===== config.mk =====
export PLATFORM = sky130hd
export DESIGN_NAME = sr_drv
export DESIGN_NICKNAME = d
export VERILOG_FILES = /design/src/rtl/sr_drv.sv
export SDC_FILE = /design/constraint.sdc
export NUM_CORES = 1
export LEC_CHECK = 0
export CAP_MARGIN = 20
export CORE_MARGIN = 2
export CORE_UTILIZATION = 40
export DETAILED_ROUTE_END_ITERATION = 12
export HOLD_SLACK_MARGIN = 0.06
export PLACE_DENSITY_LB_ADDON = 0.05
export SYNTH_ARGS = -nofsm -noshare
export SYNTH_HDL_FRONTEND = slang
export SYNTH_SLANG_ARGS = --single-unit

===== constraint.sdc =====
create_clock -name clk -period 1.7 [get_ports clk]
set_clock_uncertainty 0.15 [all_clocks]
set_input_delay 0.34 -clock clk [delete_from_list [all_inputs] [get_ports clk]]
set_output_delay 0.34 -clock clk [all_outputs]
set_load 0.01 [all_outputs]

===== src/rtl/sr_drv.sv =====
// sr_drv: pulses set/reset lines of WIDTH external SR flops toward a target
// pattern, waits for them to settle, then reports completion.
// Optional macro SR_DRV_VERIFY_EN: check q_fb against the target, report
// mismatches on err/err_mask and track cur from q_fb instead of the target.
module sr_drv #(
  parameter int unsigned WIDTH      = 4,
  parameter int unsigned PULSE_CYC  = 1,
  parameter int unsigned SETTLE_CYC = 1
) (
  input  logic             clk,
  input  logic             rst,
  input  logic             in_valid,
  input  logic [WIDTH-1:0] in_target,
  output logic             in_ready,
  input  logic [WIDTH-1:0] q_fb,
  output logic [WIDTH-1:0] s,
  output logic [WIDTH-1:0] r,
  output logic             done,
  output logic             err,
  output logic [WIDTH-1:0] err_mask,
  output logic [WIDTH-1:0] cur
);

  localparam int unsigned CNT_W = 4;
  localparam logic [CNT_W-1:0] PULSE_LD  = CNT_W'(PULSE_CYC - 1);
  localparam logic [CNT_W-1:0] SETTLE_LD = CNT_W'(SETTLE_CYC - 1);

  typedef enum logic [1:0] {
    IDLE   = 2'd0,
    DRIVE  = 2'd1,
    SETTLE = 2'd2,
    CHECK  = 2'd3
  } state_e;

  state_e           state_q, state_d;
  logic [CNT_W-1:0] cnt_q, cnt_d;
  logic [WIDTH-1:0] tgt_q, tgt_d;
  logic [WIDTH-1:0] s_nxt_q, s_nxt_d;
  logic [WIDTH-1:0] r_nxt_q, r_nxt_d;
  logic [WIDTH-1:0] s_q, s_d;
  logic [WIDTH-1:0] r_q, r_d;
  logic             done_q, done_d;
  logic             err_q, err_d;
  logic [WIDTH-1:0] err_mask_q, err_mask_d;
  logic [WIDTH-1:0] cur_q, cur_d;
  logic             in_ready_q, in_ready_d;
  logic             xfer_c;
  logic [WIDTH-1:0] chk_mask_c;
  logic [WIDTH-1:0] cur_upd_c;

  // Handshake: accepted only while sitting in IDLE
  assign xfer_c = in_valid & (state_q == IDLE);

`ifdef SR_DRV_VERIFY_EN
  // Mismatch is read back from the driven flops; cur follows what they hold
  assign chk_mask_c = q_fb ^ tgt_q;
  assign cur_upd_c  = q_fb;
`else
  // Open-loop: assume the flops took the target, feedback is ignored
  logic unused_q_fb;
  assign unused_q_fb = ^q_fb;
  assign chk_mask_c  = '0;
  assign cur_upd_c   = tgt_q;
`endif

  // Capture target and the disjoint set/reset patterns on a transfer
  always_comb begin
    tgt_d   = tgt_q;
    s_nxt_d = s_nxt_q;
    r_nxt_d = r_nxt_q;
    if (xfer_c) begin
      tgt_d   = in_target;
      s_nxt_d = in_target & ~cur_q;
      r_nxt_d = ~in_target & cur_q;
    end
  end

  // Next-state and phase counter; counter reloads on every state entry
  always_comb begin
    state_d = state_q;
    cnt_d   = cnt_q;
    case (state_q)
      IDLE: begin
        if (xfer_c) begin
          if (in_target != cur_q) begin
            state_d = DRIVE;
            cnt_d   = PULSE_LD;
          end else begin
            state_d = CHECK;
            cnt_d   = '0;
          end
        end
      end
      DRIVE: begin
        if (cnt_q == '0) begin
          state_d = SETTLE;
          cnt_d   = SETTLE_LD;
        end else begin
          cnt_d = cnt_q - CNT_W'(1);
        end
      end
      SETTLE: begin
        if (cnt_q == '0) begin
          state_d = CHECK;
          cnt_d   = '0;
        end else begin
          cnt_d = cnt_q - CNT_W'(1);
        end
      end
      CHECK: begin
        state_d = IDLE;
        cnt_d   = '0;
      end
      default: begin
        state_d = IDLE;
        cnt_d   = '0;
      end
    endcase
  end

  // Registered outputs decoded from the upcoming state so they align with it
  always_comb begin
    s_d        = '0;
    r_d        = '0;
    done_d     = 1'b0;
    err_d      = 1'b0;
    err_mask_d = err_mask_q;
    cur_d      = cur_q;
    in_ready_d = (state_d == IDLE);
    if (state_d == DRIVE) begin
      s_d = s_nxt_d;
      r_d = r_nxt_d;
    end
    if (state_q == CHECK) begin
      done_d     = 1'b1;
      err_d      = |chk_mask_c;
      err_mask_d = chk_mask_c;
      cur_d      = cur_upd_c;
    end
  end

  // State register
  always_ff @(posedge clk) begin
    if (rst) begin
      state_q <= IDLE;
      cnt_q   <= '0;
    end else begin
      state_q <= state_d;
      cnt_q   <= cnt_d;
    end
  end

  // Datapath and output registers; reset aborts any operation silently
  always_ff @(posedge clk) begin
    if (rst) begin
      tgt_q      <= '0;
      s_nxt_q    <= '0;
      r_nxt_q    <= '0;
      s_q        <= '0;
      r_q        <= '0;
      done_q     <= 1'b0;
      err_q      <= 1'b0;
      err_mask_q <= '0;
      cur_q      <= '0;
      in_ready_q <= 1'b1;
    end else begin
      tgt_q      <= tgt_d;
      s_nxt_q    <= s_nxt_d;
      r_nxt_q    <= r_nxt_d;
      s_q        <= s_d;
      r_q        <= r_d;
      done_q     <= done_d;
      err_q      <= err_d;
      err_mask_q <= err_mask_d;
      cur_q      <= cur_d;
      in_ready_q <= in_ready_d;
    end
  end

  assign s        = s_q;
  assign r        = r_q;
  assign done     = done_q;
  assign err      = err_q;
  assign err_mask = err_mask_q;
  assign cur      = cur_q;
  assign in_ready = in_ready_q;

endmodule


==> results.toml, run 1 <==
[floorplan]
start_util_pct = 42.1
core_sq_um = 3390
ios = 30
die-area_sq_um = 4060
rows = 21
fp.dieH_microns = 63.7
chipWidth_microns = 63.7

[synth]
netlist_area_sq_um = 1430
synth_area_leaders = "dfxtp_1 (45%), ha_1 (13%), mux2i_1 (9.1%)"
synth.distinct_cells = 29
synth_edf_count = 0
yosys_warnings = 0
synth_top_area_share_pct = 44.9
yosysTopAreaCell = "dfxtp_1"
synth_cells = 148
synth_flop_cell = "dfxtp_1"
ys_async_sr_fraction_pct = 0
synth.yosys.seq_area_share_pct = 44.9
synth.avg_cell_area_sq_um = 9.64
ys_ff_latch = 32

[worst_setup_path]
worst-endpoint-arrival_ns = 1.92
crit_required_ns = 1.80
cp_slowest_cell = "or3b_4"
crit_top_cell = "inv_2"
crit_type = "flip-flop to flip-flop"
crit_fanout = 5
cp-start-kind = "flip-flop"
slowest_delay_ns = 0.37
critPathCaptureType = "flip-flop"
cp_cell_sequence = "inv_2 > ha_4 > or3b_4 > a211o_1 > o311ai_4 > buf_4 > inv_2"

[routing]
post_drt_wl_per_cell_microns = 13.4
dr.pass1.iters = 5
drc = 0
vias = 1115
postRouteWirelength_microns = 3200
dr.first_iter.drc_count = 64
drtAntennaViolNets = 0
via_per_inst = 4.68

[place]
dp_hpwl_microns = 2150
portBuffers = 20
dp_cells = 228
gp_congestion = 0.765
pre_cts_slack_ns = -0.421

[power_and_ir_drop]
power.leakage_nw = 1.03
powerDensity_nw_per_um2 = 1180
finalPower_mw = 2.40
ir_drop_mv = 0.676

[layout]
layout_commonest_cell = "dfxtp_1"
multi_input_comb_area_sq_um = 815
num_antenna_cells = 0
syn_to_final_growth_pct = 42.6
final_cell_mix = "dfxtp_1 (26), buf_4 (20), nor2_1 (15)"
regArea_sq_um = 648
nets = 217
fillers = 286
layout-drive-gt1-share_pct = 28.6
instances_no_fill = 238

[global_route]
grt_pass1_vias = 1099
grt.overflow.total = 0
grt_pass1_wl_microns = 5450
grt_antenna_before_repair = 0
grt_max_degree = 18
grt_usage_pct = 17.8

[sta]
worst_hold_slack_ns = 0.311
setup_viol = 10
slew_violations = 0
period_needed_ns = 1.81
fmax_mhz = 552
setup_ws_ns = -0.113
period_share_pct = 107
tns_ns = -0.712
hold_violations = 0
rsz0062_at_grt = "yes"

[flow_run]
maxCapViolations = 0

[status]
status = "complete, but fails checks"
failed_checks = "setup timing"

[clocking]
path_clk_slew_ns = 0.11
numCtsBuffers = 5
root_buffer = "clkbuf_4"
clk-insertion-delay-late_ns = 0.34
hold_buffers = 0
cts.path.max_buffers = 2
h-tree-depth = 2
cts_tree = "yes"
clkSinkCount = 32

[min_path]
min_path_type = "flip-flop to flip-flop"
cells by family (layout without fill, tap and decap cells):
logic type / Yosys count / after routing / synth area share, %
buf+inv: 24 / 63 / 7.72
fa+ha+maj: 15 / 15 / 13.2
flops: 32 / 32 / 44.9
compound gates: 16 / 17 / 9.21
mux: 13 / 13 / 9.12
other cells: 1 / 5 / 0.263
simple gates: 47 / 47 / 15.6
routing by layer:
| layer | wire, microns | GRT usage [%] | share of wire [%] |
|---|---|---|---|
| met5 | 0 | 0 | 0 |
| met4 | 29 | 5.71 | 0.91 |
| met1 | 1520 | 25.6 | 47 |
| met2 | 1490 | 24.3 | 47 |
| met3 | 160 | 6.43 | 5.0 |
state kept, by name (all words and copies together), names as in the netlist:
signal     cells
cur            4
s              4
r_nxt_q        4
s_nxt_q        4
r              4
cur_upd_c      4
done           1
cnt_q          4
state_q        2
in_ready       1
worst max-delay path: cells and delay by family, from the launching register on:
family | cells | cell delay [ns]
AOI/OAI and AO/OA | 2 | 0.47
and+or+nand+nor | 1 | 0.37
DFF | 1 | 0.34
buffers and inverters | 3 | 0.27
adders and majority gates | 1 | 0.13
final cells by class:
type	instances	share of cell area (%)
clock buffer	5	1.85
clock inverter	3	2.09
inverter	14	2.58
multi-input combinational	97	40.0
sequential	32	31.9
tap	46	2.83
timing repair buffer	41	18.8
cells in the mapped netlist (2+ instances only):
master,n
ha_1,15
nor2b_1,3
nor2_1,16
nor3_1,11
nand3_1,4
or3_1,2
mux2i_1,13
a21oi_1,6
inv_1,14
clkbuf_1,4
buf_4,5
nand2_1,7
dfxtp_1,32
repair_timing:
action,4_1_cts,5_1_grt
resized for setup,18,18
buffers inserted,1,0
pin swaps,4,2
setup endpoints to repair,18,31
gates cloned,1,0
worst paths after layout:
path                              startpoint           end  slack (ns)  cells after the start
worst min-delay path            cur_upd_c[1]  cur_upd_c[1]        0.31                      2
worst max register to register      cnt_q[0]    state_q[0]       -0.11                      7
worst max-delay path                cnt_q[0]    state_q[0]       -0.11                      7
worst min register to register  cur_upd_c[1]  cur_upd_c[1]        0.31                      2
where the power goes:
group	internal (mW)	switching (mW)	leakage [nW]
clock	0.306	0.274	0.0412
sequential	0.837	0.0308	0.263
combinational	0.440	0.509	0.723
total	1.58	0.814	1.03
stage by stage:
stage                     area [sq um]  util [%]
after global routing              2030      60.0
after CTS                         1970      58.2
final                             2030      60.0
after floorplan                   1490         -
after detailed placement          1830      54.1
after global placement            1830      54.1
Power figures use the tool's default switching activity.
==> inputs of run 2 (changes only) <==
CAP_MARGIN = 5   (was 20)
CORE_MARGIN = 5   (was 2)
MAX_ROUTING_LAYER = met4   (was default)
==> results.toml, run 2 (synthesized netlist as in run 1, its figures left out) <==
[floorplan]
fp.dieH_microns = 69.7
start_util_pct = 42.1
rows = 21
ios = 30
die-area_sq_um = 4860
chipWidth_microns = 69.7
core_sq_um = 3390

[sta]
relSlewSlack_pct = 60.1
rsz0062_at_grt = "yes"
worst_pin_slew_ns = 0.596
slew_violations = 0
period_needed_ns = 1.85
period_share_pct = 109
setup_ws_ns = -0.151
setup_viol = 12
hold_violations = 0
fmax_mhz = 540

[clocking]
clkSinkCount = 32
numCtsBuffers = 5
h-tree-depth = 2
path_clk_slew_ns = 0.10
clk-insertion-delay-late_ns = 0.33
cts.path.max_buffers = 2
cts_tree = "yes"
root_buffer = "clkbuf_4"

[routing]
dr.pass1.iters = 4
dr.first_iter.drc_count = 58
drtAntennaViolNets = 0
post_drt_wl_per_cell_microns = 13.6
drc = 0
postRouteWirelength_microns = 3280
vias = 1157
via_per_inst = 4.80

[power_and_ir_drop]
p_sw_share_pct = 33.6
clockPowerShare_pct = 23.7
power_frac_seq_pct = 36.5
power_switching_mw = 0.802
pwr-share-comb_pct = 39.8
powerDensity_nw_per_um2 = 1170
power.leakage_nw = 1.01
p_int_mw = 1.59
ir_drop_mv = 0.539

[status]
status = "complete, but fails checks"
failed_checks = "setup timing"

[min_path]
min_path_type = "flip-flop to flip-flop"

[global_route]
grt_max_degree = 14
grt_antenna_before_repair = 0
grt_pass1_vias = 1186
grt.overflow.total = 0
grt_pass1_wl_microns = 5600
grt_usage_pct = 14.8

[flow_run]
maxCapViolations = 0

[worst_setup_path]
crit_fanout = 5
crit_required_ns = 1.79
crit_top_cell = "inv_2"
crit_type = "flip-flop to flip-flop"
cp-start-kind = "flip-flop"
cp_cell_sequence = "inv_2 > ha_4 > or3b_4 > a211o_4 > o311ai_4 > buf_4 > inv_2"
slowest_delay_ns = 0.38
critPathCaptureType = "flip-flop"
cp_slowest_cell = "or3b_4"
worst-endpoint-arrival_ns = 1.94

[place]
dp_cells = 230
gp_congestion = 0.841
portBuffers = 20
dp_hpwl_microns = 2400
place_area_sq_um = 1850
pre_cts_slack_ns = -0.399

[layout]
syn_to_final_growth_pct = 42.8
instances_no_fill = 241
fillers = 292
layout-drive-gt1-share_pct = 29.7
final_cell_mix = "dfxtp_1 (27), buf_4 (23), nor2_1 (15)"
layout_commonest_cell = "dfxtp_1"
design_area_sq_um = 2040
nets = 220
num_antenna_cells = 0
[run 2: changes by cell type in the layout (fill, tap and decap cells not counted), sizes merged]
cell,previous run,this run
buf,21,24
clkdlybuf4s50,6,8
dlymetal6s2s,10,8
[run 2: power groups by stage]
stage / sequential [mW] / combinational, mW / clock, mW
6_report: 0.873 / 0.952 / 0.567
5_1_grt: 0.885 / 1.04 / 0.617
4_1_cts: 0.870 / 0.940 / 0.581
3_5_place_dp: 0.887 / 0.854 / 0
3_3_place_gp: 0.885 / 0.839 / 0
2_1_floorplan: 0.915 / 0.510 / 0
[run 2: worst max-delay path: cells and delay by family (launching register included)]
kind	cells	cell delay, ns
flops	1	0.34
simple gates	1	0.38
fa+ha+maj	1	0.13
buf+inv	3	0.27
compound gates	2	0.48
[run 2: routing by layer]
layer	vias up	global-route usage (%)	wire length, microns
li1	582	-	-
met1	543	17.7	1520
met2	24	23.8	1580
met3	8	3.91	121
met4	0	5.74	57
met5	-	-	0
[run 2: worst paths after layout]
| kind | startpoint | endpoint | slack [ns] | cells past startpoint |
|---|---|---|---|---|
| worst max-delay path | cnt_q[0] | state_q[0] | -0.15 | 7 |
| worst min-delay path | cur_upd_c[2] | cur_upd_c[2] | 0.31 | 2 |
| worst max register to register | cnt_q[0] | state_q[0] | -0.15 | 7 |
| worst min register to register | cur_upd_c[2] | cur_upd_c[2] | 0.31 | 2 |
[run 2: area by class of cell]
cell class	count	area, sq um	area share, %
timing repair buffer	44	399	19.6
clock buffer	5	37.5	1.84
clock inverter	3	42.5	2.09
multi-input combinational	97	801	39.3
inverter	14	52.6	2.58
tap	46	57.6	2.83
sequential	32	647	31.8
[run 2: what timing repair did]
action,in CTS,in global routing
pin swaps,3,3
hold buffers,0,0
resized for setup,16,15
endpoints found under the setup margin,15,30
gates cloned,1,0
setup buffers,1,1
[run 2: per-stage QoR]
| stage | power (mW) | util [%] | TNS (ns) | hold slack [ns] |
|---|---|---|---|---|
| CTS | 2.39 | 58.7 | -1.26 | 0.313 |
| detailed placement | 1.74 | 54.6 | -5.29 | 0.299 |
| global placement | 1.72 | 54.6 | -5.05 | 0.295 |
| global route | 2.54 | 60.1 | -2.24 | 0.337 |
| finish | 2.39 | 60.1 | -1.11 | 0.310 |
| floorplan | 1.43 | - | 0 | 0.286 |
==> inputs of run 3 (changes only) <==
CTS_BUF_LIST = sky130_fd_sc_hd__clkbuf_4 sky130_fd_sc_hd__clkbuf_8   (was default)
==> results of run 3 <==
Final layout, timing and power as in run 2 (identical DEF).
